$ cat config.mk
export PLATFORM = sky130hd
export DESIGN_NAME = ppu_palette_access_ctrl
export DESIGN_NICKNAME = d
export VERILOG_FILES = /design/src/rtl/ppu_pkg.sv /design/src/rtl/ppu_vaddr_reg.sv /design/src/rtl/ppu_palette_access_ctrl.sv
export SDC_FILE = /design/constraint.sdc
export NUM_CORES = 1
export LEC_CHECK = 0
export BUFFER_PORTS_ARGS = -buffer_cell sky130_fd_sc_hd__buf_2
export CORE_ASPECT_RATIO = 1.5
export CORE_UTILIZATION = 35
export DETAILED_ROUTE_END_ITERATION = 8
export GPL_ROUTABILITY_DRIVEN = 0
export SLEW_MARGIN = 10
export SYNTH_ARGS = -nofsm -noshare
export SYNTH_HDL_FRONTEND = slang
export SYNTH_SLANG_ARGS = --single-unit
$ cat constraint.sdc
create_clock -name clk -period 2.5 [get_ports clk]
set_input_delay 0.5 -clock clk [delete_from_list [all_inputs] [get_ports clk]]
set_output_delay 0.5 -clock clk [all_outputs]
set_load 0.01 [all_outputs]
$ cat src/rtl/ppu_pkg.sv
// Shared PPU definitions: register indices, palette page select and the
// pending palette request record.
package ppu_pkg;

  localparam logic [2:0] REG_CTRL   = 3'd0;
  localparam logic [2:0] REG_STATUS = 3'd2;
  localparam logic [2:0] REG_ADDR   = 3'd6;
  localparam logic [2:0] REG_DATA   = 3'd7;

  localparam logic [5:0] PAL_BASE = 6'h3F;

  typedef struct packed {
    logic       wr;
    logic [4:0] addr;
    logic [7:0] data;
  } pal_req_t;

endpackage

$ cat src/rtl/ppu_vaddr_reg.sv
// PPU VRAM address register v with the $2006 write toggle and the
// post-$2007 auto-increment.
module ppu_vaddr_reg
  import ppu_pkg::*;
(
  input  logic        clk,
  input  logic        rst,
  input  logic [2:0]  cpu_reg_sel_i,
  input  logic        cpu_reg_wr_i,
  input  logic        cpu_reg_rd_i,
  input  logic [7:0]  cpu_data_i,
  input  logic        addr_inc32_i,
  output logic [13:0] v_o,
  output logic        data_acc_o
);

  logic [13:0] v_q, v_d;
  logic        w_q, w_d;
  logic        addr_wr;
  logic        status_rd;
  logic        data_acc;

  always_comb begin
    v_d       = v_q;
    w_d       = w_q;
    addr_wr   = cpu_reg_wr_i && (cpu_reg_sel_i == REG_ADDR);
    status_rd = cpu_reg_rd_i && (cpu_reg_sel_i == REG_STATUS);
    data_acc  = (cpu_reg_wr_i || cpu_reg_rd_i) && (cpu_reg_sel_i == REG_DATA);

    if (addr_wr) begin
      if (!w_q) begin
        v_d = {cpu_data_i[5:0], v_q[7:0]};
        w_d = 1'b1;
      end else begin
        v_d = {v_q[13:8], cpu_data_i};
        w_d = 1'b0;
      end
    end

    // 14-bit addition wraps 3FFF -> 0000 naturally.
    if (data_acc) begin
      v_d = v_q + (addr_inc32_i ? 14'd32 : 14'd1);
    end

    // Status read wins over the toggle update of a coincident $2006 write.
    if (status_rd) begin
      w_d = 1'b0;
    end
  end

  always_ff @(posedge clk) begin
    if (rst) begin
      v_q <= '0;
      w_q <= 1'b0;
    end else begin
      v_q <= v_d;
      w_q <= w_d;
    end
  end

  assign v_o        = v_q;
  assign data_acc_o = data_acc;

endmodule

$ cat src/rtl/ppu_palette_access_ctrl.sv
// Palette memory initiator: arbitrates pixel colour lookups against CPU
// $2007 palette accesses and forwards non-palette $2007 traffic to VRAM.
module ppu_palette_access_ctrl
  import ppu_pkg::*;
#(
  parameter int unsigned PIX_LAT  = 2,
  parameter logic [5:0]  PAL_BASE = ppu_pkg::PAL_BASE
) (
  input  logic        clk,
  input  logic        rst,
  input  logic [2:0]  cpu_reg_sel,
  input  logic        cpu_reg_wr,
  input  logic        cpu_reg_rd,
  input  logic [7:0]  cpu_data_in,
  input  logic        addr_inc32,
  input  logic        pix_valid,
  input  logic [4:0]  pix_pal_idx,
  input  logic [7:0]  pal_color_in,
  output logic [4:0]  pal_addr,
  output logic [7:0]  pal_data_out,
  output logic        palette_mem_rw,
  output logic        palette_mem_en,
  output logic [5:0]  color_out,
  output logic        color_valid,
  output logic [7:0]  cpu_pal_rd_data,
  output logic        cpu_pal_rd_valid,
  output logic [13:0] vram_addr,
  output logic        vram_req,
  output logic        vram_req_wr,
  output logic [7:0]  vram_wdata,
  output logic        pend_drop
);

  logic [13:0] v;
  logic        data_acc;
  logic        is_pal;
  logic        pal_acc;
  logic        issue;

  ppu_vaddr_reg u_vaddr (
    .clk           (clk),
    .rst           (rst),
    .cpu_reg_sel_i (cpu_reg_sel),
    .cpu_reg_wr_i  (cpu_reg_wr),
    .cpu_reg_rd_i  (cpu_reg_rd),
    .cpu_data_i    (cpu_data_in),
    .addr_inc32_i  (addr_inc32),
    .v_o           (v),
    .data_acc_o    (data_acc)
  );

  pal_req_t   pend_q, pend_d;
  logic       pend_valid_q, pend_valid_d;
  logic       drop_q, drop_d;
  logic       en_q, en_d;
  logic       rw_q, rw_d;
  logic [4:0] addr_q, addr_d;
  logic [7:0] wdata_q, wdata_d;
  logic       pix_rd_q, pix_rd_d;
  logic       cpu_rd_q, cpu_rd_d;

  logic [5:0]  color_q;
  logic        color_valid_q;
  logic [7:0]  cpu_rd_data_q;
  logic        cpu_rd_valid_q;
  logic [13:0] vram_addr_q;
  logic        vram_req_q;
  logic        vram_req_wr_q;
  logic [7:0]  vram_wdata_q;

  always_comb begin
    is_pal  = (v[13:8] == PAL_BASE);
    pal_acc = data_acc && is_pal;
    issue   = pend_valid_q && !pix_valid;

    // An entry issuing this cycle frees the slot for a same-cycle arrival.
    pend_d       = pend_q;
    pend_valid_d = pend_valid_q && !issue;
    drop_d       = drop_q;
    if (pal_acc) begin
      if (!pend_valid_d) begin
        pend_d.wr    = cpu_reg_wr;
        pend_d.addr  = v[4:0];
        pend_d.data  = cpu_data_in;
        pend_valid_d = 1'b1;
      end else begin
        drop_d = 1'b1;
      end
    end

    en_d     = 1'b0;
    rw_d     = 1'b0;
    addr_d   = addr_q;
    wdata_d  = wdata_q;
    pix_rd_d = 1'b0;
    cpu_rd_d = 1'b0;
    if (pix_valid) begin
      en_d     = 1'b1;
      addr_d   = pix_pal_idx;
      pix_rd_d = 1'b1;
    end else if (pend_valid_q) begin
      en_d     = 1'b1;
      rw_d     = pend_q.wr;
      addr_d   = pend_q.addr;
      wdata_d  = pend_q.data;
      cpu_rd_d = !pend_q.wr;
    end
  end

  always_ff @(posedge clk) begin
    if (rst) begin
      pend_q         <= '0;
      pend_valid_q   <= 1'b0;
      drop_q         <= 1'b0;
      en_q           <= 1'b0;
      rw_q           <= 1'b0;
      addr_q         <= '0;
      wdata_q        <= '0;
      pix_rd_q       <= 1'b0;
      cpu_rd_q       <= 1'b0;
      color_q        <= '0;
      color_valid_q  <= 1'b0;
      cpu_rd_data_q  <= '0;
      cpu_rd_valid_q <= 1'b0;
      vram_addr_q    <= '0;
      vram_req_q     <= 1'b0;
      vram_req_wr_q  <= 1'b0;
      vram_wdata_q   <= '0;
    end else begin
      pend_q         <= pend_d;
      pend_valid_q   <= pend_valid_d;
      drop_q         <= drop_d;
      en_q           <= en_d;
      rw_q           <= rw_d;
      addr_q         <= addr_d;
      wdata_q        <= wdata_d;
      pix_rd_q       <= pix_rd_d;
      cpu_rd_q       <= cpu_rd_d;
      // Memory data is combinational on the issued address; capture it here.
      color_valid_q  <= pix_rd_q;
      if (pix_rd_q) color_q <= pal_color_in[5:0];
      cpu_rd_valid_q <= cpu_rd_q;
      if (cpu_rd_q) cpu_rd_data_q <= {2'b00, pal_color_in[5:0]};
      // Tracking v one cycle late shows the pre-increment address with vram_req.
      vram_addr_q    <= v;
      vram_req_q     <= data_acc && !is_pal;
      if (data_acc && !is_pal) begin
        vram_req_wr_q <= cpu_reg_wr;
        vram_wdata_q  <= cpu_data_in;
      end
    end
  end

  logic unused_ok;
  assign unused_ok = ^{pal_color_in[7:6], PIX_LAT[0]};

  assign pal_addr         = addr_q;
  assign pal_data_out     = wdata_q;
  assign palette_mem_rw   = rw_q;
  assign palette_mem_en   = en_q;
  assign color_out        = color_q;
  assign color_valid      = color_valid_q;
  assign cpu_pal_rd_data  = cpu_rd_data_q;
  assign cpu_pal_rd_valid = cpu_rd_valid_q;
  assign vram_addr        = vram_addr_q;
  assign vram_req         = vram_req_q;
  assign vram_req_wr      = vram_req_wr_q;
  assign vram_wdata       = vram_wdata_q;
  assign pend_drop        = drop_q;

endmodule

# == Word level (Yosys, flattened, before mapping) ==
# Cells that the tools add are included.
# classes
addsub,1
eq_ne,5
muxes,11
n_bitwise,3
reduce_logical,22
# op_table
op,count
$mux W14,3
$add A14 B14 Y14,1
$mux W5,2
$reduce_and A2 Y1,5
$logic_and A1 B1 Y1,7
$eq A3 B3 Y1 const B,2
$eq A6 B6 Y1 const B,1
$mux W6,1
$reduce_bool A2 Y1,3
$mux W1,5
$logic_not A1 Y1,4
$eq A3 B2 Y1 const B,1
$not A1 Y1,3
$reduce_or A3 Y1,1
$ne A2 B2 Y1 const B,1
$reduce_or A2 Y1,1
$logic_or A1 B1 Y1,1
# totals
regBits,86
inputBits,30
wordCells,64

# == Logic depth before layout (Yosys ltp) ==
# logic_depth
ltp_word,6
depth_mapped,7

# == Hierarchy ==
# A second synthesis with hierarchy kept.
# unflattened
cells_unflattened,358
hier_area_um2,3595.9
# modules_own_cells
module,instances,cells_per_inst,area_each_um2
ppu_palette_access_ctrl,1,244,2602.5
ppu_vaddr_reg,1,114,993.5

# == Worst setup path before layout ==
# OpenSTA, ideal clock, no wires.
# synth_timing
path_type,input -> register
from,input addr_inc32
to,register u_vaddr.v_q[13] (netlist: u_vaddr.v_o[13])
setup_ns,0.091
t_arrival_ns,1.864
path_slack_ns,0.545
stages,5
path_buffers,0
path_cell_list,ha_1 -> and3_1 -> a41oi_1 -> or4_1 -> a311oi_1
# synth_via
elab_chain_cells,3
# synth_lines
item,line,source
"start, declared",ppu_palette_access_ctrl.sv:15,"input logic addr_inc32,"
$mux W6,ppu_vaddr_reg.sv:42,v_d = v_q + (addr_inc32_i ? 14'd32 : 14'd1);
$add A14 B14 Y14,ppu_vaddr_reg.sv:42,
$mux W14,ppu_vaddr_reg.sv:41,if (data_acc) begin
"end signal, assigned",ppu_vaddr_reg.sv:56,v_q <= v_d;
"end, declared",ppu_vaddr_reg.sv:17,"logic [13:0] v_q, v_d;"
# No other way between the ends.
# A chain may end at the register's enable or synchronous reset.

# == Worst setup path in the final report ==
# layout_timing
from,register u_vaddr.v_q[5] (netlist: u_vaddr.v_o[5])
to,register u_vaddr.v_q[13] (netlist: u_vaddr.v_o[13])
# layout_via
elab_chain_cells,2
# layout_lines
item,line
$add A14 B14 Y14,ppu_vaddr_reg.sv:42
$mux W14,ppu_vaddr_reg.sv:41
# No other way between the ends.

==> impl_metrics.ini <==
[worst_setup_path]
r2r_start = u_vaddr.v_o[5]
worstSetupPathType = reg2reg
startpoint = u_vaddr.v_o[5]
worst-endpoint-arrival_ps = 2240
crit_fanout = 8
cp-start-kind = register
end_kind = register
crit_required_ps = 2740

[pwr]
p_clk_share_pct = 47.6
power_density_nw_per_um2 = 729
swShare_pct = 20.9
leakage_nw = 1.72
intPower_w = 0.00239
p_seq_share_pct = 46.9
p_sw_w = 0.000629
pwr-share-comb_pct = 5.5
ir_worst_vdd_v = 0.000370

[clocking]
post-cts-setup-buffers = 0
cts.htree.levels = 3
cts-hold-fix-buffers = 0
cts_root_buf = clkbuf_16
clockBufferDepth = 2
clock-sinks = 86
cts_resized = 0
cts_buffers = 9
clk_latency_ps = 340
cts_tree = yes
clkTransAtPathRegs_ps = 60

[yosys]
synth_cell_types = 41
yosysTopAreaCell = dfxtp_1
async_flop_share_pct = 0
ys_top_cells_by_area = dfxtp_1, mux2i_1, nor2_1
ys.flop_type = dfxtp_1
yosysWarnings = 0
syn_inst = 350
synth_top_area_share_pct = 51.7
ys_ff_latch = 86
yosysSeqAreaShare_pct = 51.7
synth_area_um2 = 3330
synth_edf_count = 0
syn_avg_cell_area_um2 = 9.52

[route]
drc = 0
wl_um = 7700
first_pass_iters = 6
drt_iter0_drc = 160
ant_nets = 0
wl_per_cell_um = 14.3
vias = 2644
routed_via_density = 4.90

[floorplanning]
io_pins = 86
core_area_um2 = 9250
start_util_pct = 36.0
fp.dieArea_um2 = 9920
die_w_um = 81.7
core.rowCount = 43
die_h_um = 121

[cells_and_area]
final_common_cell = dfxtp_1
area_growth_pct = 24.2
num_antenna_cells = 0
final_cells = 540
layout.nets = 457
final_cell_mix = dfxtp_1, buf_2, nor2_1
final_util_pct = 44.7
drive_above_1_share_pct = 24.3

[timing]
fin_tns_setup_ps = 0
hold_viol = 0
period_minus_slack_ps = 2000
finalSetupViolCount = 0
rsz0062_at_grt = false
drv_slew = 0
worst_pin_slew_ps = 635
max_freq_ghz = 0.500
skew_ps = 6.95
post-route-period-util_pct = 79.9
max_slew_margin_pct = 57.1

[run_status]
status = completed

[global_route]
grt_pass1_vias = 2464
grt_pass1_wl_um = 12100
grt_remaining_overflow = 0
grt_util_all_layers_pct = 16.4
grt_max_degree = 39
grt_antenna_before_repair = 0

[worst_hold_path]
min_from = pix_pal_idx[3]
hold_path.class = in2reg

[placed_design]
port_buffers = 81
dp.cells = 525
dp_hpwl_um = 5480

[job]
drv_cap = 0
critical path: stages (launching register included):
cell	delay, ps
dfxtp_1	320
ha_1	300
and3_1	210
a41oi_1	310
or4_1	510
a311oi_1	260
worst paths after layout:
path         slack [ps]  cells past startpoint         endpoint
min reg2reg         450                      2  pal_data_out[7]
max reg2reg         500                      5  u_vaddr.v_o[13]
min                 400                      3      pal_addr[3]
max                 500                      5  u_vaddr.v_o[13]
per-layer routing:
layer  up-vias  wire (µm)  GRT usage [%]
met4         0        199           8.66
met2        56       3830           27.1
met3        13        281           3.76
li1       1347          -              -
met5         -          0              0
met1      1228       3380           19.3
synth_stat cells, types with 5 or more instances:
| master | instances |
|---|---|
| a31oi_1 | 6 |
| dfxtp_1 | 86 |
| nor3_1 | 5 |
| nor2_1 | 64 |
| o21ai_0 | 6 |
| nor2b_1 | 16 |
| nand2_1 | 23 |
| buf_1 | 7 |
| a21oi_1 | 23 |
| mux2i_1 | 43 |
| clkbuf_1 | 13 |
| inv_1 | 6 |
registers in the layout, summed over array words and instances (netlist names), 5 cells and up:
name / count
color_out: 6
cpu_pal_rd_data: 6
pal_addr: 5
pal_data_out: 8
pend_q: 14
u_vaddr.v_o: 14
vram_addr: 14
vram_wdata: 8
cells by family after synthesis:
kind of cell | count (synthesis) | share of synthesized area (%)
compound gates | 55 | 11.8
xor+xnor | 1 | 0.263
fa+ha+maj | 3 | 1.13
buf+inv | 31 | 4.09
flops | 86 | 51.7
mux | 43 | 12.9
other cells | 1 | 0.113
simple gates | 130 | 18.0
cell type report:
class | instances | area, µm²
Inverter | 6 | 22.5
Timing Repair Buffer | 87 | 450
Fill cell | 965 | 5120
Clock buffer | 12 | 256
Tap cell | 112 | 140
Multi-Input combinational cell | 234 | 1480
Sequential cell | 86 | 1720
Clock inverter | 3 | 67.6
power by group through the flow:
stage | Sequential, W | Clock, W | Combinational (W)
global route | 0.00142 | 0.00152 | 0.000184
CTS | 0.00141 | 0.00147 | 0.000168
floorplan | 0.00145 | 0 | 0.0000868
finish | 0.00141 | 0.00144 | 0.000166
detailed placement | 0.00144 | 0 | 0.000168
global placement | 0.00144 | 0 | 0.000165
metrics by stage:
step                power (W)  cell area (µm²)  hold slack (ps)  worst slack, ps
floorplan             0.00153             3330              416              545
global placement      0.00161             3810              445              261
detailed placement    0.00161             3810              447              178
CTS                   0.00306             4140              387              490
global route          0.00313             4140              406              417
finish                0.00302             4140              396              502
Note: power is estimated with default switching activity, not from simulation.
